===== src/rtl/keypad_pkg.sv =====
// Shared definitions for the keypad scanner: FSM states, empty-candidate sentinel, key map.
package keypad_pkg;

  typedef enum logic [1:0] {
    ST_IDLE     = 2'd0,
    ST_PRESSED  = 2'd1,
    ST_RELEASED = 2'd2
  } state_t;

  // Candidates are {none, code}; any real key has bit 4 clear.
  localparam logic [4:0] KEY_NONE = 5'h10;

  // Nibble (row*4 + col) holds the hex legend of that key.
  localparam logic [63:0] KEY_MAP = 64'hDEF0_C987_B654_A321;

  function automatic logic [3:0] key_map(input logic [1:0] r, input logic [1:0] c);
    return KEY_MAP[{r, c, 2'b00} +: 4];
  endfunction

endpackage


===== src/rtl/keypad_debounce.sv =====
// Per-scan candidate capture and saturating count of identical consecutive scans.
module keypad_debounce
  import keypad_pkg::*;
#(
  parameter int DEBOUNCE_SCANS = 4,
  parameter int SW             = $clog2(DEBOUNCE_SCANS + 1)
) (
  input  logic          clk,
  input  logic          reset,
  input  logic          sample,
  input  logic          eos,
  input  logic [4:0]    sample_cand,
  output logic [4:0]    scan_cand,
  output logic [SW-1:0] stable_next
);

  logic [4:0]    cur_cand;
  logic [4:0]    prev_cand;
  logic [SW-1:0] stable_q;

  // The last column is sampled on the EOS cycle itself, so fold it in combinationally.
  always_comb begin
    scan_cand = cur_cand;
    if (sample && (cur_cand == KEY_NONE))
      scan_cand = sample_cand;
    if (scan_cand != prev_cand)
      stable_next = SW'(1);
    else if (stable_q == SW'(DEBOUNCE_SCANS))
      stable_next = stable_q;
    else
      stable_next = stable_q + 1'b1;
  end

  always_ff @(posedge clk) begin
    if (reset) begin
      cur_cand  <= KEY_NONE;
      prev_cand <= KEY_NONE;
      stable_q  <= '0;
    end else if (eos) begin
      cur_cand  <= KEY_NONE;
      prev_cand <= scan_cand;
      stable_q  <= stable_next;
    end else if (sample) begin
      cur_cand  <= scan_cand;
    end
  end

endmodule


===== src/rtl/keypad_scan_entry.sv =====
// 4x4 keypad scanner: column strobe, row sync, debounce, press/release FSM and
// a 4-digit shift-in entry register.
module keypad_scan_entry
  import keypad_pkg::*;
#(
  parameter int SCAN_BITS      = 17,
  parameter int DEBOUNCE_SCANS = 4
) (
  input  logic        clk,
  input  logic        reset,
  input  logic [3:0]  row,
  input  logic        clear,
  output logic [3:0]  col,
  output logic [15:0] value,
  output logic [3:0]  key_code,
  output logic        key_valid,
  output logic        key_held
);

  localparam int SW = $clog2(DEBOUNCE_SCANS + 1);

  logic [SCAN_BITS+1:0] counter;
  logic [1:0]           sel;
  logic [3:0]           row_s1;
  logic [3:0]           row_s2;
  logic                 sample;
  logic                 eos;
  logic [4:0]           sample_cand;
  logic [4:0]           scan_cand;
  logic [SW-1:0]        stable_next;
  logic                 accept;
  state_t               state;

  assign sel    = counter[SCAN_BITS+1:SCAN_BITS];
  assign col    = ~(4'b0001 << sel);
  assign sample = &counter[SCAN_BITS-1:0];
  assign eos    = &counter;

  always_ff @(posedge clk) begin
    if (reset) begin
      counter <= '0;
      row_s1  <= 4'hF;
      row_s2  <= 4'hF;
    end else begin
      counter <= counter + 1'b1;
      row_s1  <= row;
      row_s2  <= row_s1;
    end
  end

  // Lowest pressed row of the active column wins.
  always_comb begin
    sample_cand = KEY_NONE;
    for (int r = 3; r >= 0; r--)
      if (!row_s2[r])
        sample_cand = {1'b0, key_map(2'(r), sel)};
  end

  keypad_debounce #(
    .DEBOUNCE_SCANS (DEBOUNCE_SCANS),
    .SW             (SW)
  ) u_debounce (
    .clk         (clk),
    .reset       (reset),
    .sample      (sample),
    .eos         (eos),
    .sample_cand (sample_cand),
    .scan_cand   (scan_cand),
    .stable_next (stable_next)
  );

  assign accept = eos && (state == ST_IDLE) && (scan_cand != KEY_NONE) &&
                  (stable_next == SW'(DEBOUNCE_SCANS));

  always_ff @(posedge clk) begin
    if (reset) begin
      state     <= ST_IDLE;
      value     <= '0;
      key_code  <= '0;
      key_valid <= 1'b0;
      key_held  <= 1'b0;
    end else begin
      key_valid <= 1'b0;
      if (eos) begin
        case (state)
          ST_IDLE: begin
            if (accept) begin
              state     <= ST_PRESSED;
              key_code  <= scan_cand[3:0];
              key_valid <= 1'b1;
              key_held  <= 1'b1;
            end
          end
          ST_PRESSED: begin
            if ((scan_cand == KEY_NONE) && (stable_next == SW'(DEBOUNCE_SCANS))) begin
              state    <= ST_RELEASED;
              key_held <= 1'b0;
            end
          end
          ST_RELEASED: state <= ST_IDLE;
          default:     state <= ST_IDLE;
        endcase
      end
      if (clear)
        value <= accept ? {12'h000, scan_cand[3:0]} : 16'h0000;
      else if (accept)
        value <= {value[11:0], scan_cand[3:0]};
    end
  end

endmodule


===== config.mk =====
export PLATFORM = sky130hd
export DESIGN_NAME = keypad_scan_entry
export DESIGN_NICKNAME = d
export VERILOG_FILES = /design/src/rtl/keypad_pkg.sv /design/src/rtl/keypad_debounce.sv /design/src/rtl/keypad_scan_entry.sv
export SDC_FILE = /design/constraint.sdc
export NUM_CORES = 1
export LEC_CHECK = 0
export BUFFER_PORTS_ARGS = -buffer_cell sky130_fd_sc_hd__buf_4
export CORE_UTILIZATION = 45
export DETAILED_ROUTE_END_ITERATION = 16
export GPL_TIMING_DRIVEN = 0
export PLACE_DENSITY_LB_ADDON = 0.3
export SETUP_SLACK_MARGIN = 0.1
export SLEW_MARGIN = 20
export SYNTH_ARGS = -nofsm -noshare
export SYNTH_HDL_FRONTEND = slang
export SYNTH_SLANG_ARGS = --single-unit

===== constraint.sdc =====
create_clock -name clk -period 3.63 [get_ports clk]
set_input_delay 0.5445 -clock clk [delete_from_list [all_inputs] [get_ports clk]]
set_output_delay 0.5445 -clock clk [all_outputs]
set_load 0.05 [all_outputs]

### Yosys cells after proc, flatten, opt, wreduce, memory -nomap -nowiden

Cells that the tools add are included.

* bits in registers: 64

* add/subtract/negate cells: 2
* shift operators: 5
* multiplexer cells: 17
* reduce and logical (&&, ||, !) cells: 15
* equal/unequal tests: 9
* bitwise operators: 3

Operators by type and width (number)
* indexed part select 64 x 7 -> 4 bit (first input constant): 2
* indexed part select 64 x 5 -> 4 bit (first input constant): 1
* indexed part select 64 x 6 -> 4 bit (first input constant): 1
* AND reduction 21 bit: 2
* two-way mux 16 bit: 2
* two-way mux 5 bit: 5
* AND reduction 22 bit: 1
* adder 19 x 1 -> 19 bit (second input constant): 1
* AND reduction 19 bit: 1
* AND reduction 17 bit: 1
* == test 5 bit (second input constant): 2
* == test 3 bit (second input constant): 2
* two-way mux 3 bit: 2
* logical AND 1 bit: 5
* inequality test 5 bit: 1
* inequality test 5 bit (second input constant): 1
* two-way mux 2 bit: 2
* two-way mux 4 bit: 1
* inequality test 2 bit (second input constant): 2
* NOT 4 bit: 1
* case mux 2 bit (2 select lines): 1
* nonzero test 2 bit: 2
* left shift 1 x 2 -> 4 bit (first input constant): 1
* adder 3 x 1 -> 3 bit (second input constant): 1
* other kinds (7): 10

### Logic depth before layout (Yosys ltp)

Gate-level depths: netlist of run 1.

* depth after elaboration: 12
* mapped depth: 14
* depth with buffers taken out: 12

### Hierarchy

From an unflattened synthesis of run 1, not the netlist that was laid out.

* cell total of the unflattened synthesis: 340
* area, all modules: 3154.3 µm²

Modules (own cells, without submodules)
* keypad_scan_entry: cells an instance 246, area an instance 2308.5 µm², times used 1, seq. area each 1021.0 µm²
* keypad_debounce: cells an instance 94, area an instance 845.8 µm², times used 1, seq. area each 260.2 µm²

### Worst setup path after synthesis of run 1

No wires, ideal clock.

* path type: flip-flop to flip-flop
* from: register counter[3]
* to: register value[1]
* slack: -0.205 ns
* cell stages (with the launch flop): 14
* arrival: 3.764 ns
* cell sequence: dfxtp_1 > and3_1 > nand2_1 > nor3_1 > and3_1 > ha_1 > or4b_4 > a211oi_2 > a21oi_1 > a2111o_1 > or4_4 > buf_6 > or3_1 > a21oi_1

* word-level cells in the longest chain between the ends: 9
* elaborated cells between the ends (all ways): 15
* those cells by class: eq/ne: 3; mux: 5; reduce/logical: 7

Ends and longest elaborated chain
* start, declared: line keypad_scan_entry.sv:22 `logic [SCAN_BITS+1:0] counter;`
* start signal, assigned: line keypad_scan_entry.sv:45 `counter <= counter + 1'b1;`
* AND reduction 17 bit: line keypad_scan_entry.sv:36 `assign sample = &counter[SCAN_BITS-1:0];`
* logical AND 1 bit: line keypad_debounce.sv:24 `if (sample && (cur_cand == KEY_NONE))`
* two-way mux 5 bit: line keypad_debounce.sv:24
* inequality test 5 bit: line keypad_debounce.sv:26 `if (scan_cand != prev_cand)`
* two-way mux 3 bit: line keypad_debounce.sv:26
* == test 3 bit: line keypad_scan_entry.sv:73 `(stable_next == SW'(DEBOUNCE_SCANS));`
* logical AND 1 bit: line keypad_scan_entry.sv:72 `assign accept = eos && (state == ST_IDLE) && (scan_cand != KEY_NONE) &&`
* two-way mux 4 bit: line keypad_scan_entry.sv:105 `value <= accept ? {12'h000, scan_cand[3:0]} : 16'h0000;`
* two-way mux 16 bit: line keypad_scan_entry.sv:104 `if (clear)`
* end signal, assigned: line keypad_scan_entry.sv:105
* end signal, assigned: line keypad_scan_entry.sv:107 `value <= {value[11:0], scan_cand[3:0]};`
* end, declared: line keypad_scan_entry.sv:14 `output logic [15:0] value,`

Parallel ways exist; a longest one is shown, timed or not. The select of a mux whose other input is x is not followed.
A chain may end at the register's enable or synchronous reset.

### Worst setup path in the final report of run 1

* from: register counter[0]
* to: register value[1]

The elaborated chain is that of the path after synthesis.

==> impl_summary.log, run 1 <==
INFO  metric run_status = complete, no violations
INFO  metric clk_latency = 0.35 ns
INFO  metric initial_core_util = 46.5%
INFO  metric first_global_vias = between 2000 and 2500
INFO  metric synth-simple-area-share = 25.9%
INFO  metric post_synth.cell_area_avg = about 8.7 um^2
INFO  metric hold_path_end = row_s1[1]
INFO  metric synthesis.yosys.warnings = 0
INFO  metric final_net_count = 415
INFO  metric reg2regPathDepth = 13
INFO  metric post_synth_instance_area = 0.00293 mm^2
INFO  metric skew = 0.00986 ns
INFO  metric fin_crit = 3.58 ns
INFO  metric combined_buffer_and_inverter_count_along_the_critical_path = 1
INFO  metric post_synth_xor_area_fraction = 4.18%
INFO  metric synth-edff-count = 0
INFO  metric reg2reg_to = value[1]
INFO  metric floorplan_die_area = 0.00684 mm^2
INFO  metric synth_flop_cell = dfxtp_1
INFO  metric worstPathArrival = between 3 and 4 ns
INFO  metric io_buffers = 31
INFO  metric path_cells = ha_4 > nand3_4 > nor3_4 > and3_1 > ha_2 > or4b_4 > a211oi_4 > a21oi_4 > a2111o_1 > or4_4 > buf_6 > or3_4 > a21oi_2
INFO  metric ys_seq_area_share = 43.7%
INFO  metric worst_slew_pin_slew = 0.656 ns
INFO  metric antenna_found_initial = 0
INFO  metric slowest_stage = or4b_4
INFO  metric 1st_pass_router_iterations = 4
INFO  metric routed-via-count = 2577
INFO  metric syn_nets = 355
INFO  metric cts-buffers-inserted = 9
INFO  metric async_flop_share = 0%
INFO  metric maxSlewHeadroom = 55.9%
INFO  metric detail_route.vias_per_cell = 5.37
INFO  metric ys_types = 47
INFO  metric floorplan_row_count = 29
INFO  metric layout_commonest_cell = dfxtp_1
INFO  metric globalRouteTotalUtil = 20.3%
INFO  metric ant_nets = 0
INFO  metric syn2layout_area_growth = 30.4%
INFO  metric synth_fa_ha_area_share = 4.27%
INFO  metric hold_depth = 2
INFO  metric required_arrival_time_at_the_worst_endpoint = 3.91 ns
INFO  metric timing_worst_setup_path_type = flip-flop to flip-flop
INFO  metric powerDensity = between 300 and 400 mW/mm^2
INFO  metric setup-violations-final = 0
INFO  metric cts_hold_repair.buffers = 0
INFO  metric drt_first_iter_violations = 110
INFO  metric muxShareOfSynthArea = 5.46%
INFO  metric layout_worst_path_cycle_share = ~99%
INFO  metric endpoint_kind = flip-flop
INFO  metric cts_root_buffer = clkbuf_8
INFO  metric clkTransAtPathRegs = 0.07 ns
INFO  metric setup_slack_reg_to_reg = 0.05 ns
INFO  metric max-clock-path-buffers = 2
INFO  metric fp.dieW = between 80 and 90 um
INFO  metric tritoncts_clock_tree = yes
INFO  metric type_of_the_worst_min_delay_path = input port to flip-flop
INFO  metric top_cell_family_by_delay_on_the_critical_path = simple AND/OR/NAND/NOR gates
INFO  metric synth.ff_latch_count = 64
INFO  metric nFillCells = 566
INFO  metric finalPower = 1.46 mW
INFO  metric power_leakage = 1.49 nW
INFO  metric synth_top_family_by_area = simple AND/OR/NAND/NOR gates
INFO  metric synth_compound_area_share = 12.4%
INFO  metric final_core_util = between 60% and 70%
INFO  metric layout_common_cells = 58 x dfxtp_1, 47 x buf_4, 36 x nor2_1
INFO  metric worstReg2RegStart = counter[0]
INFO  metric hold_viol = 0
INFO  metric rsz0062_at_grt = true
INFO  metric slowest_stage_delay_cp = a little under 0.5 ns
INFO  metric drcViolationCount = 0
INFO  metric antennaDiodeCount = 0
INFO  metric grt_max_degree = 12
INFO  metric route.final.wire_length = 6510 um
INFO  metric grt-ovfl-total = 0
INFO  metric route.detailed.wl_per_inst = about 14 um
INFO  metric layout_cells_sized_above_1 = 27.0%
INFO  metric postSynthCellCount = 338
INFO  metric io-pin-count = 33
INFO  metric cts-htree-levels = 3
INFO  metric die_height = a little over 80 um
INFO  metric placed_wire_length_estimate = ~4500 um
INFO  metric grt_pass1_wl = ~10000 um
INFO  metric hold_path_startpoint = row[1]
INFO  metric worst_ir_drop_vdd = 248 uV
INFO  metric cap_viol_max_count = 0
INFO  metric place_congestion = 0.881
INFO  metric timing.critical_path.fanout_max = 5
INFO  metric timing.final.max_slew_violations = 0
INFO  metric tritoncts_num_sinks = 64
INFO  metric timing.critical_path.from_type = flip-flop
INFO  metric core-area = 0.00631 mm^2
INFO  metric maxClockFrequency = between 0.2 and 0.3 GHz
==> area by class of cell <==
class	count	area (um^2)	area share (%)
flip-flops and latches	64	1290	33.7
inverters	17	63.8	1.67
repair buffers	49	389	10.2
plain buffers	13	80.1	2.09
well taps	77	96.3	2.52
clock inverters	4	76.3	2.00
multi-input cells	244	1680	43.8
clock buffers	12	155	4.06
==> layer usage <==
layer	global-route usage, %	up-vias	part of all wire [%]
li1	-	1300	-
met1	25.9	1221	47
met2	32.5	48	48
met3	6.59	8	4.0
met4	6.21	0	1.3
met5	0	-	0
==> per-stage QoR <==
step	TNS, ns	hold WS (ns)	setup slack [ns]	instances	cell area [um^2]
after floorplan	0	0.389	0.111	338	2970
after global placement	-5.30	0.396	-0.340	446	3290
after detailed placement	-5.61	0.398	-0.327	446	3290
after CTS	-0.0472	0.372	-0.0187	473	3670
after global routing	-0.115	0.377	-0.0433	480	3820
final	0	0.378	0.0497	480	3820
==> worst max-delay path by stage <==
stage | from | end | cells after the start
after detailed placement | counter[4] | value[13] | 14
after global routing | counter[0] | value[1] | 13
after global placement | counter[0] | u_debounce.stable_q[0] | 12
final | counter[0] | value[1] | 13
after CTS | counter[1] | value[1] | 13
after floorplan | counter[4] | value[1] | 13
==> where the power goes <==
part,switching (mW),total [mW],internal [mW]
combinational,0.0247,0.0421,0.0173
clock,0.277,0.702,0.426
sequential,0.00815,0.719,0.711
==> Yosys cell counts (3+ instances only) <==
master / instances / area share, %
ha_1: 10 / 4.3
nand4_1: 7 / 1.5
or3_1: 8 / 1.7
o21ai_0: 13 / 2.2
inv_1: 17 / 2.2
a21oi_1: 21 / 3.6
dfxtp_1: 64 / 44
nand2_1: 33 / 4.2
nand3b_1: 3 / 0.77
xor2_1: 9 / 2.7
or2_2: 10 / 2.1
mux2i_1: 16 / 5.5
and3_1: 5 / 1.1
nand3_1: 10 / 1.7
nor2b_1: 7 / 1.5
xnor2_1: 5 / 1.5
and4_1: 3 / 0.90
clkbuf_1: 11 / 1.4
nand2b_1: 4 / 0.85
nor3_1: 14 / 2.4
nor2_1: 36 / 4.6
==> flip-flops by register name, indices dropped and copies added, names as in the netlist <==
register	count
u_debounce.cur_cand	5
counter	19
value	16
row_s2	4
key_valid	1
state	2
row_s1	4
key_code	4
u_debounce.stable_q	3
u_debounce.prev_cand	5
key_held	1
==> logic make-up after synthesis <==
| kind of cell | after synthesis |
|---|---|
| adders and majority gates | 10 |
| and+or+nand+nor | 148 |
| AOI/OAI and AO/OA | 56 |
| DFF | 64 |
| muxes | 16 |
| buffers and inverters | 30 |
| xor gates and xnor gates | 14 |
==> worst reg2reg max path: cells and delay by family (launching register included) <==
family | cells | cell delay, ns
simple gates | 6 | 1.80
fa+ha+maj | 2 | 0.33
compound gates | 4 | 0.88
buf+inv | 1 | 0.16
flops | 1 | 0.35
==> what timing repair did <==
action | in CTS | in global routing
buffers inserted | 11 | 6
cloned | 0 | 1
gates resized for setup | 16 | 25
endpoints found under the setup margin | 27 | 25
pin swaps | 11 | 11
No activity file was read; power rests on OpenSTA's default activity.
==> run 2, diff against run 1 <==
Settings changed: ABC_AREA set to 1, CTS_BUF_LIST set to sky130_fd_sc_hd__clkbuf_8.
==> run 2 against run 1 <==
  * Die area rose by 1.5%
  * Critical path depth up 9
  * Highest routed layer unchanged
  * Core utilization down 2.3 points
  * Fmax rose by 7.8%
  * Hold slack better by 0.010 ns
  * Via count increased by 6.4%
  * Synthesized cell count increased by 22%
  * Setup slack better by 0.26 ns
==> impl_summary.log, run 2 <==
INFO  metric run_status = complete, no violations
INFO  metric timing.critical_path.from_type = flip-flop
INFO  metric ant_nets = 0 (unchanged)
INFO  metric drt_first_iter_violations = 111 (+0.91%)
INFO  metric tritoncts_clock_tree = yes
INFO  metric synth_flop_cell = dfxtp_1
INFO  metric syn2layout_area_growth = 24.9%
INFO  metric stdcell_area = 0.00372 mm^2 (-2.7%)
INFO  metric synth_commonest_cells = 84 x nand2_1, 64 x dfxtp_1, 56 x inv_1
INFO  metric reg2regPathDepth = 22 (+9)
INFO  metric initial_core_util = 46.6% (+0.20 points)
INFO  metric area_leader_netlist = dfxtp_1
INFO  metric layout_commonest_cell = nand2_1
INFO  metric fin_setup_tns = 0 ns (unchanged)
INFO  metric final_net_count = 487 (+17%)
INFO  metric maxClockFrequency = 0.301 GHz (+7.8%)
INFO  metric endpoint_kind = flip-flop
INFO  metric layout_cells_sized_above_1 = 21.9% (-5.2 points)
INFO  metric routed-via-count = 2743 (+6.4%)
INFO  metric core-area = 0.00639 mm^2 (+1.1%)
INFO  metric tritoncts_num_sinks = 64 (unchanged)
INFO  metric cts-buffers-inserted = 9 (unchanged)
INFO  metric required_arrival_time_at_the_worst_endpoint = 3.84 ns (-0.07 ns)
INFO  metric fin_hold_ws = 0.388 ns (+0.0101 ns)
INFO  metric grt-ovfl-total = 0 (unchanged)
INFO  metric cts_root_buffer = clkbuf_8
INFO  metric ys_types = 32 (-32%)
INFO  metric route.detailed.wl_per_inst = 11.9 um (-12%)
INFO  metric syn_nets = 431 (+21%)
INFO  metric 1st_pass_router_iterations = 4 (unchanged)
INFO  metric timing_worst_setup_path_type = flip-flop to flip-flop
INFO  metric hold_viol = 0 (unchanged)
INFO  metric synth-edff-count = 0 (unchanged)
INFO  metric timing.final.max_slew_violations = 0 (unchanged)
INFO  metric io-pin-count = 33 (unchanged)
INFO  metric setup_slack_reg_to_reg = 0.31 ns (+0.26 ns)
INFO  metric detailed_place.area = 0.00331 mm^2 (+0.42%)
INFO  metric regArea = 0.00129 mm^2 (-0.19%)
INFO  metric maxSlewHeadroom = 60.8% (+4.9 points)
INFO  metric ys_seq_area_share = 43.0% (-0.68 points)
INFO  metric setup-violations-final = 0 (unchanged)
INFO  metric hold_depth = 2 (unchanged)
INFO  metric floorplan_die_area = 0.00695 mm^2 (+1.5%)
INFO  metric synthTopCellsByArea = dfxtp_1 43%, nand2_1 11%, nand3_1 7.2%
INFO  metric antenna_found_initial = 0 (unchanged)
INFO  metric place_congestion = 0.845 (-4.1%)
INFO  metric largest_register_ffs = 19 (unchanged)
INFO  metric layout_top_registers = counter (19), value (16)
INFO  metric worstPathArrival = 3.53 ns (-0.33 ns)
INFO  metric powerDensity = 380 mW/mm^2 (-0.77%)
INFO  metric clkTransAtPathRegs = 0.07 ns (about the same)
INFO  metric timing.critical_path.fanout_max = 10 (+5)
INFO  metric postSynthCellCount = 414 (+22%)
INFO  metric fin_crit = 3.32 ns (-0.260 ns)
INFO  metric rsz0062_at_grt = false
INFO  metric power_leakage = 1.66 nW (+11%)
INFO  metric fp.dieW = 83.4 um (+0.77%)
INFO  metric cts_hold_repair.buffers = 0 (unchanged)
INFO  metric worst_slew_pin_slew = 0.588 ns (-0.0685 ns)
INFO  metric clk_latency = 0.34 ns (about the same)
INFO  metric detail_route.vias_per_cell = 4.97 (-7.4%)
INFO  metric synthesis.yosys.warnings = 0 (unchanged)
INFO  metric final_core_util = 58.3% (-2.3 points)
INFO  metric placed_wire_length_estimate = 4660 um (+3.4%)
INFO  metric max-clock-path-buffers = 2 (unchanged)
INFO  metric post_synth_instance_area = 0.00298 mm^2 (+1.6%)
INFO  metric type_of_the_worst_min_delay_path = input port to flip-flop
INFO  metric io_buffers = 31 (unchanged)
INFO  metric post-synth-top-count-cell = nand2_1
INFO  metric combined_area_of_the_multi_input_logic_cells = 0.00152 mm^2 (-9.0%)
INFO  metric synth_top_area_share = 43.0% (-0.68 points)
INFO  metric async_flop_share = 0% (unchanged)
INFO  metric die_height = 83.4 um (+0.77%)
INFO  metric skew = 0.00904 ns (-0.000818 ns)
INFO  metric layout_common_cells = 83 x nand2_1, 62 x dfxtp_1, 57 x inv_1
INFO  metric globalRouteTotalUtil = 19.1% (-1.2 points)
INFO  metric route.final.wire_length = 6580 um (+1.0%)
INFO  metric layout_worst_path_cycle_share = 91.5% (-7.2 points)
INFO  metric post_synth.cell_area_avg = 7.20 um^2 (-17%)
INFO  metric antennaDiodeCount = 0 (unchanged)
INFO  metric floorplan_row_count = 29 (unchanged)
INFO  metric cts-htree-levels = 3 (unchanged)
INFO  metric first_global_vias = 2437 (+8.6%)
INFO  metric grt_pass1_wl = 10700 um (+3.9%)
INFO  metric nFillCells = 592 (+4.6%)
INFO  metric grt_max_degree = 12 (unchanged)
INFO  metric regMostFlops = counter
INFO  metric cap_viol_max_count = 0 (unchanged)
INFO  metric drcViolationCount = 0 (unchanged)
INFO  metric worst_ir_drop_vdd = 257 uV (+3.7%)
INFO  metric synth.ff_latch_count = 64 (unchanged)
run 2: path summary, 6_finish.rpt:
| kind | start | end |
|---|---|---|
| setup / recovery | counter[1] | value[3] |
| hold / removal | row[3] | row_s1[3] |
| setup reg to reg | counter[1] | value[3] |
| hold reg to reg | row_s1[1] | row_s2[1] |
run 2: logic make-up after synthesis:
group,after synthesis,share of synthesized area (%)
and+or+nand+nor,215,33.8
AOI/OAI and AO/OA,53,9.37
xor gates and xnor gates,3,0.882
buffers and inverters,69,8.74
adders and majority gates,10,4.20
DFF,64,43.0
run 2: layout make-up:
type / instances / share of cell area, %
Buffer: 10 / 1.11
Clock buffer: 9 / 3.33
Clock inverter: 7 / 2.35
Inverter: 59 / 6.02
Multi-Input combinational cell: 281 / 41.0
Sequential cell: 64 / 34.6
Tap cell: 77 / 2.59
Timing Repair Buffer: 45 / 9.08
run 2: routing by layer:
layer	GRT usage [%]	routed length [um]	vias up
met5	0	0	-
met2	32.5	3230	43
li1	-	-	1433
met3	4.27	223	8
met4	7.21	91	0
met1	23.6	3040	1259
run 2: worst max-delay path, stage by stage (launching register included):
cell	delay, ns
dfxtp_2	0.35
ha_4	0.14
nand4_1	0.11
nor2_2	0.17
nand3_2	0.12
nor3_4	0.15
nand2_1	0.08
nor2_2	0.16
nand3_2	0.11
nor2_1	0.13
ha_2	0.22
nand2_4	0.07
nor2_4	0.15
nand3_2	0.12
nand2_2	0.10
nor2_1	0.05
nor2_2	0.12
nand3_2	0.09
nor2_4	0.16
nand4_4	0.19
buf_4	0.24
nand3_1	0.08
a21oi_1	0.07
run 2: timing repair:
item,4_1_cts,5_1_grt
resized for setup,3,22
setup endpoints to repair,23,24
setup buffers,1,13
pin swaps,1,13
run 2: report_power, final:
part           total, mW  internal (mW)  switching [mW]  leakage [nW]
Combinational     0.0460         0.0166          0.0294          1.03
Sequential         0.714          0.709         0.00518         0.519
Clock              0.652          0.381           0.271         0.114
Total               1.41           1.11           0.306          1.66
run 2: per-stage QoR:
| step | setup slack [ns] | power [mW] | cells |
|---|---|---|---|
| after floorplan | 0.605 | 0.757 | 414 |
| after global placement | 0.0717 | 0.772 | 522 |
| after detailed placement | 0.00913 | 0.773 | 522 |
| after CTS | 0.119 | 1.42 | 539 |
| after global routing | 0.00409 | 1.47 | 552 |
| final | 0.310 | 1.41 | 552 |
